`src/rtl/alu_decode_pkg.sv`:
```
// Shared definitions for the ALU decode stage and the ALU: field offsets,
// op encodings, write-enable and read-mask constants.
package alu_decode_pkg;

  localparam logic [2:0] OP_ADD = 3'd0;
  localparam logic [2:0] OP_SUB = 3'd1;
  localparam logic [2:0] OP_AND = 3'd2;
  localparam logic [2:0] OP_OR  = 3'd3;
  localparam logic [2:0] OP_XOR = 3'd4;
  localparam logic [2:0] OP_SHL = 3'd5;
  localparam logic [2:0] OP_SHR = 3'd6;
  localparam logic [2:0] OP_MUL = 3'd7;

  localparam logic [1:0] WR_NONE = 2'b00;
  localparam logic [1:0] WR_Y1   = 2'b01;
  localparam logic [1:0] WR_Y2   = 2'b10;
  localparam logic [1:0] WR_BOTH = 2'b11;

  // Read-enable mask bit per operand select: bit0=a, bit1=b, bit2=c, bit3=d.
  localparam logic [3:0] RD_A = 4'b0001;
  localparam logic [3:0] RD_B = 4'b0010;
  localparam logic [3:0] RD_C = 4'b0100;
  localparam logic [3:0] RD_D = 4'b1000;

  function automatic int off_const_hi(input int sel_w);
    return 4 * sel_w;
  endfunction

  function automatic int off_reserved(input int sel_w);
    return 4 * sel_w + 4;
  endfunction

  function automatic int off_vec_perci(input int sel_w);
    return 4 * sel_w + 6;
  endfunction

  function automatic int off_form(input int sel_w);
    return 4 * sel_w + 8;
  endfunction

  function automatic int off_op(input int sel_w);
    return 4 * sel_w + 9;
  endfunction

  function automatic int off_const_c(input int sel_w);
    return 4 * sel_w + 12;
  endfunction

  function automatic int min_instr_w(input int sel_w);
    return 4 * sel_w + 13;
  endfunction

endpackage

```
`src/rtl/alu_decode_stage_scoreboard.sv`:
```
// Register write-pending scoreboard: set on issue, clear on writeback (set
// wins), register 0 never pending; combinational hazard lookup.
module alu_scoreboard
  import alu_decode_pkg::*;
#(
  parameter int SEL_W = 4
) (
  input  logic                          clk,
  input  logic                          reset,
  input  logic [1:0]                    set_en,
  input  logic [1:0][SEL_W-1:0]         set_sel,
  input  logic [1:0]                    clr_en,
  input  logic [1:0][SEL_W-1:0]         clr_sel,
  input  logic [3:0]                    rd_en,
  input  logic [3:0][SEL_W-1:0]         rd_sel,
  input  logic [1:0]                    wr_en,
  input  logic [1:0][SEL_W-1:0]         wr_sel,
  output logic [(2**SEL_W)-1:0]         pending,
  output logic                          hazard
);

  logic [(2**SEL_W)-1:0] set_mask;
  logic [(2**SEL_W)-1:0] clr_mask;
  logic [(2**SEL_W)-1:0] pending_nxt;

  always_comb begin
    set_mask = '0;
    clr_mask = '0;
    for (int i = 0; i < 2; i++) begin
      if (set_en[i]) set_mask[set_sel[i]] = 1'b1;
      if (clr_en[i]) clr_mask[clr_sel[i]] = 1'b1;
    end
    pending_nxt    = (pending & ~clr_mask) | set_mask;
    pending_nxt[0] = 1'b0;
  end

  // Lookup uses the registered vector only; a writeback unblocks next cycle.
  always_comb begin
    hazard = 1'b0;
    for (int i = 0; i < 4; i++) begin
      if (rd_en[i] && pending[rd_sel[i]]) hazard = 1'b1;
    end
    for (int i = 0; i < 2; i++) begin
      if (wr_en[i] && pending[wr_sel[i]]) hazard = 1'b1;
    end
  end

  always_ff @(posedge clk or posedge reset) begin
    if (reset) pending <= '0;
    else       pending <= pending_nxt;
  end

endmodule

```
`src/rtl/alu_decode_stage.sv`:
```
// Registered ALU instruction decode stage with a one-entry output register,
// register scoreboard for RAW/WAW hazards, sticky invalid flag and stall count.
module alu_decode_stage
  import alu_decode_pkg::*;
#(
  parameter int SEL_W   = 4,
  parameter int INSTR_W = 32,
  parameter int CNT_W   = 16
) (
  input  logic                     clk,
  input  logic                     reset,
  input  logic                     in_valid,
  output logic                     in_ready,
  input  logic [INSTR_W-1:0]       in_instr,
  input  logic                     flush,
  output logic                     out_valid,
  input  logic                     out_ready,
  output logic [2:0]               out_op,
  output logic [1:0]               out_vec_perci,
  output logic                     out_form,
  output logic                     out_const_c,
  output logic [4+3*SEL_W-1:0]     out_constant,
  output logic [SEL_W-1:0]         out_a_sel,
  output logic [SEL_W-1:0]         out_b_sel,
  output logic [SEL_W-1:0]         out_c_sel,
  output logic [SEL_W-1:0]         out_d_sel,
  output logic [SEL_W-1:0]         out_y1_sel,
  output logic [SEL_W-1:0]         out_y2_sel,
  output logic [1:0]               out_write,
  output logic                     out_invalid,
  input  logic                     wb0_valid,
  input  logic [SEL_W-1:0]         wb0_sel,
  input  logic                     wb1_valid,
  input  logic [SEL_W-1:0]         wb1_sel,
  output logic [(2**SEL_W)-1:0]    pending,
  output logic                     invalid_seen,
  output logic [CNT_W-1:0]         stall_count
);

  localparam int S      = SEL_W;
  localparam int CW     = 4 + 3 * SEL_W;
  localparam int P_CHI  = off_const_hi(SEL_W);
  localparam int P_RES  = off_reserved(SEL_W);
  localparam int P_VP   = off_vec_perci(SEL_W);
  localparam int P_FORM = off_form(SEL_W);
  localparam int P_OP   = off_op(SEL_W);
  localparam int P_CC   = off_const_c(SEL_W);
  localparam int MIN_W  = min_instr_w(SEL_W);
  localparam logic [CNT_W-1:0] CNT_ONE = 1;

  // Handshakes: a transfer happens on a rising edge where valid & ready are
  // both high; valid never depends on ready, and payload holds while valid
  // is high and ready is low.

  logic [S-1:0]  f_a, f_b, f_c, f_d;
  logic [3:0]    f_chi;
  logic [1:0]    f_res, f_vp;
  logic          f_form, f_cc, f_res_hi;
  logic [2:0]    f_op;

  assign f_d      = in_instr[S-1:0];
  assign f_c      = in_instr[2*S-1:S];
  assign f_b      = in_instr[3*S-1:2*S];
  assign f_a      = in_instr[4*S-1:3*S];
  assign f_chi    = in_instr[P_CHI +: 4];
  assign f_res    = in_instr[P_RES +: 2];
  assign f_vp     = in_instr[P_VP +: 2];
  assign f_form   = in_instr[P_FORM];
  assign f_op     = in_instr[P_OP +: 3];
  assign f_cc     = in_instr[P_CC];
  assign f_res_hi = |(in_instr >> MIN_W);

  logic [S-1:0]  d_y2;
  logic [1:0]    d_wr;
  logic [3:0]    d_rd;
  logic [CW-1:0] d_const;
  logic          d_inv;

  always_comb begin
    d_y2    = '0;
    d_wr    = WR_NONE;
    d_rd    = '0;
    d_const = '0;
    case ({f_form, f_cc})
      2'b01: begin
        d_wr    = WR_Y1;
        d_const = {f_chi, in_instr[3*S-1:0]};
        d_rd    = RD_B | RD_D;
      end
      2'b00: begin
        d_y2 = f_c;
        d_wr = {f_c != '0, f_a != '0};
        d_rd = RD_B | RD_C | RD_D;
      end
      2'b10: begin
        d_y2 = f_b;
        d_wr = {f_b != '0, f_a != '0};
        d_rd = RD_C | RD_D;
      end
      default: ;
    endcase
    d_inv = (f_form & f_cc) | (|f_res) | f_res_hi |
            ((d_wr == WR_BOTH) && (f_a == d_y2));
    // Malformed words still issue, but touch no registers.
    if (d_inv) begin
      d_wr    = WR_NONE;
      d_const = '0;
      d_rd    = '0;
    end
  end

  logic       full;
  logic [3:0] r_rd;
  logic       hazard;
  logic       issue;
  logic       accept;

  assign out_valid  = full & ~hazard;
  assign issue      = out_valid & out_ready;
  assign in_ready   = ~full | issue;
  assign accept     = in_valid & in_ready;
  assign out_y1_sel = out_a_sel;

  always_ff @(posedge clk or posedge reset) begin
    if (reset) begin
      full          <= 1'b0;
      out_op        <= '0;
      out_vec_perci <= '0;
      out_form      <= 1'b0;
      out_const_c   <= 1'b0;
      out_constant  <= '0;
      out_a_sel     <= '0;
      out_b_sel     <= '0;
      out_c_sel     <= '0;
      out_d_sel     <= '0;
      out_y2_sel    <= '0;
      out_write     <= '0;
      out_invalid   <= 1'b0;
      r_rd          <= '0;
    end else if (flush) begin
      full <= 1'b0;
    end else if (accept) begin
      full          <= 1'b1;
      out_op        <= f_op;
      out_vec_perci <= f_vp;
      out_form      <= f_form;
      out_const_c   <= f_cc;
      out_constant  <= d_const;
      out_a_sel     <= f_a;
      out_b_sel     <= f_b;
      out_c_sel     <= f_c;
      out_d_sel     <= f_d;
      out_y2_sel    <= d_y2;
      out_write     <= d_wr;
      out_invalid   <= d_inv;
      r_rd          <= d_rd;
    end else if (issue) begin
      full <= 1'b0;
    end
  end

  always_ff @(posedge clk or posedge reset) begin
    if (reset) begin
      invalid_seen <= 1'b0;
      stall_count  <= '0;
    end else begin
      if (issue && out_invalid) invalid_seen <= 1'b1;
      if (full && hazard && !(&stall_count)) stall_count <= stall_count + CNT_ONE;
    end
  end

  alu_scoreboard #(.SEL_W(SEL_W)) u_scoreboard (
    .clk     (clk),
    .reset   (reset),
    .set_en  (issue ? out_write : WR_NONE),
    .set_sel ({out_y2_sel, out_a_sel}),
    .clr_en  ({wb1_valid, wb0_valid}),
    .clr_sel ({wb1_sel, wb0_sel}),
    .rd_en   (full ? r_rd : 4'b0000),
    .rd_sel  ({out_d_sel, out_c_sel, out_b_sel, out_a_sel}),
    .wr_en   (full ? out_write : WR_NONE),
    .wr_sel  ({out_y2_sel, out_a_sel}),
    .pending (pending),
    .hazard  (hazard)
  );

endmodule

```
`config.mk`:
```
export PLATFORM = sky130hd
export DESIGN_NAME = alu_decode_stage
export DESIGN_NICKNAME = d
export VERILOG_FILES = /design/src/rtl/alu_decode_pkg.sv /design/src/rtl/alu_decode_stage_scoreboard.sv /design/src/rtl/alu_decode_stage.sv
export SDC_FILE = /design/constraint.sdc
export NUM_CORES = 1
export LEC_CHECK = 0
export BUFFER_PORTS_ARGS = -buffer_cell sky130_fd_sc_hd__buf_4
export CAP_MARGIN = 20
export CELL_PAD_IN_SITES_DETAIL_PLACEMENT = 0
export CELL_PAD_IN_SITES_GLOBAL_PLACEMENT = 2
export CORE_UTILIZATION = 33
export CTS_CLUSTER_DIAMETER = 120
export DETAILED_ROUTE_END_ITERATION = 12
export GPL_TIMING_DRIVEN = 0
export PLACE_DENSITY = 0.93
export SYNTH_ARGS = -nofsm -noshare
export SYNTH_HDL_FRONTEND = slang
export SYNTH_SLANG_ARGS = --single-unit
export TNS_END_PERCENT = 1
```
`constraint.sdc`:
```
create_clock -name clk -period 2.6 [get_ports clk]
set_input_delay 0.13 -clock clk [delete_from_list [all_inputs] [get_ports clk]]
set_output_delay 0.13 -clock clk [all_outputs]
set_load 0.01 [all_outputs]
```
==> reports/results.tsv <==
stage	metric	value	unit
status	status	complete, but fails checks	
status	violations	setup timing	
floorplanning	die_w	123	um
global_routing	met3_usage	0.0364	
drt	drtIter0Drc	305	
power	total_power	3.57	mW
global_routing	grt_util_met1	0.273	
finish	drive_gt1_frac	0.477	
setup_path	end_kind	primary output	
floorplanning	ios	132	
timing	clock_skew	7.58	ps
timing	setup_tns	-7.12	ps
synthesis	synth_edf_count	0	
synthesis	yosysUniqueCellTypes	62	
finish	area_delta_synth_final	40.6	%
setup_path	cp.required	2470	ps
placement	dp.cells	768	
global_routing	grt_usage	0.201	
timing	worst_slew_pin_slew	550	ps
drt	vias	4427	
power	vdd_drop_max	0.000308	V
power	p_leak	3.05	nW
timing	setup_violations	1	
timing	final_max_slew_viol_count	0	
setup_path	cpPeakStageDelay	490	ps
global_routing	grt-ovfl-total	0	
global_routing	grt_use_met2	0.323	
timing	hold_viol_final	0	
drt	firstDrtPassIters	4	
placement	port_buffers	128	
timing	period_share	1.00	
synthesis	synth_area_leaders	dfrtp_1, mux2_2, nand2_1	
clock_tree	htree_num_levels	3	
synthesis	synth_seq_cells	82	
setup_path	critPathMaxFanout	8	
global_routing	grt_pass1_vias	4234	
clock_tree	clk_latency	340	ps
drt	post_drt_via_cell_ratio	5.42	
floorplanning	dieArea	15200	um2
placement	placed_cell_area	6070	um2
timing	rsz0062_at_grt	yes	
clock_tree	tritoncts	yes	
timing	fin_ws	-7.12	ps
setup_path	crit_chain	buf_6, buf_6, mux4_2, o2111ai_2, and4_4, and3_4, buf_12, and2_4, buf_6	
timing	clock.fmax	0.384	GHz
setup_path	reg2reg_slack	20	ps
floorplanning	core-area	14100	um2
setup_path	path_delay_family	simple AND/OR/NAND/NOR gates	
drt	wl_per_cell	18.9	um
synthesis	syn-cell-area	4850	um2
synthesis	ys_seq_area_frac	0.423	
floorplanning	start_util	0.344	
global_routing	grt_pass1_wl	23100	um
setup_path	cpMaxStageDelayCell	mux4_2	
setup_path	path_buf_inv	4	
setup_path	path_depth	9	
timing	relSlewSlack	0.634	
setup_path	r2r_end	u_scoreboard.pending[1]$_DFF_PP0_	
setup_path	crit_start	out_a_sel[0]$_DFFE_PP0P_	
synthesis	syn_inst	459	
drt	routed_wl	15400	um
setup_path	cp.arrival	2480	ps
finish	fin_cells	817	
synthesis	post_synth.cell_area_avg	10.6	um2
placement	finalWeightedCongestion	0.869	
clock_tree	clk_pin_slew	60	ps
finish	fin_nets	681	
global_routing	antenna_found_initial	0	
finish	design_area	6820	um2
worst_hold_path	hold_class	in2reg	
floorplanning	rows	43	
finish	fin_util	0.484	
timing	holdWs	24.3	ps
global_routing	gr-max-usage-layer	met2	
drt	drt.antenna.violating_nets	0	
clock_tree	clock-root-buffer	clkbuf_16	
synthesis	async_flop_share	1.00	
setup_path	startpoint_type	flop	
setup_path	critPathCapture	out_valid	
timing	period_minus_slack	2610	ps
drt	drc	0	
setup_path	crit_type	reg2out	
synthesis	yosys.area.top_type	dfrtp_1	
job	cap_violations	0	
setup_path	r2r-start	out_a_sel[0]$_DFFE_PP0P_	
placement	dp_hpwl	11100	um
synthesis	yosysTopAreaCellShare	0.423	
setup_path	r2r_cells	10	
global_routing	grt_start_max_net_pins	52	
finish	final.fill_count	1333	
synthesis	synth_warnings	0	
clock_tree	clockBufferDepth	2	
synthesis	synthMostInstantiatedCell	dfrtp_1	
synthesis	ys.flop_type	dfrtp_1	
placement	dp_slack	-131	ps
clock_tree	cts_made_buffers	9	
synthesis	synth_fp_nets	507	
floorplanning	die_h	123	um
synthesis	synth_common_cells	dfrtp_1, nand2_1, mux2_2	
setup_path	critPathMostFrequentCell	buf_6	
clock_tree	cts_sinks	82	
power	p_per_area	523	nW/um2
finish	antenna_cells	0	
## metal layers
| layer | part of all wire | vias to the layer above |
|---|---|---|
| li1 | - | 2050 |
| met1 | 0.44 | 2183 |
| met2 | 0.48 | 166 |
| met3 | 0.053 | 28 |
| met4 | 0.025 | 0 |
| met5 | 0 | - |
## cells by family (layout without fill, tap and decap cells)
kind of cell / count (synthesis) / after routing / share of synthesized area
buffers and inverters: 38 / 216 / 0.0464
AND/OR/NAND/NOR: 180 / 180 / 0.205
other: 1 / 1 / 0.000773
XOR/XNOR: 18 / 18 / 0.0325
multiplexers: 56 / 56 / 0.158
adder cells (fa/ha/maj): 1 / 1 / 0.00258
AO/OA/AOI/OAI: 83 / 83 / 0.132
flip-flops: 82 / 82 / 0.423
## layout by cell type, fill, tap and decap left out, types with 6 or more instances in the layout
cell       Yosys  final
o21ai_0       11     11
clkbuf_16      0     10
xor2_1        14     14
dfrtp_2        0     20
dfrtp_1       82     62
a21oi_1       13     13
nor2b_1        9      8
buf_6          1      9
nor2_1        21     20
nand4_1        8      8
nand2_1       76     74
mux2_2        30     30
buf_2         10      6
nor4_2         9      8
o221ai_1      12     12
nand3_1       16     14
mux2i_1       12     12
o21ai_1        8      7
inv_1          9      7
buf_4          8    165
a22oi_1        7      7
mux4_2         8     10
## flip-flops by register name (all words and copies together) (netlist names), 2 cells and up
register,flops
out_c_sel,4
out_d_sel,4
u_scoreboard.pending,15
r_rd,3
stall_count,16
out_write,2
out_a_sel,4
out_y2_sel,4
out_b_sel,4
out_op,3
out_vec_perci,2
out_constant,16
## cell type report
class	instances	area (um2)	share of cell area
plain buffers	25	199	0.0292
clock buffers	12	267	0.0391
clock inverters	3	23.8	0.00349
inverters	9	36.3	0.00532
multi-input cells	339	2680	0.393
flip-flops and latches	82	2080	0.305
well taps	180	225	0.0330
repair buffers	167	1320	0.193
## report_power, final
group          switching, mW  total [mW]  internal (mW)
clock network          0.519        1.24          0.722
registers              0.136        1.50           1.37
logic                  0.392       0.826          0.434
total                   1.05        3.57           2.52
## worst min-delay path by stage
stage,start,to,slack (ps),depth (start not counted)
floorplan,flush,full$_DFFE_PP0P_,200,1
global placement,flush,full$_DFFE_PP0P_,310,2
detailed placement,reset,out_op[1]$_DFFE_PP0P_,180,2
CTS,in_instr[22],out_vec_perci[0]$_DFFE_PP0P_,20,2
global route,in_instr[26],out_op[1]$_DFFE_PP0P_,20,2
finish,in_instr[22],out_vec_perci[0]$_DFFE_PP0P_,20,2
## what timing repair did
| action | 4_1_cts | 5_1_grt |
|---|---|---|
| hold endpoints to repair | 32 | 0 |
| endpoints found under the setup margin | 49 | 76 |
| pin swaps | 4 | 11 |
| buffers inserted | 27 | 8 |
| cloned | 0 | 1 |
| hold buffers | 2 | 0 |
| gates resized for setup | 27 | 39 |
Power figures use the tool's default switching activity.
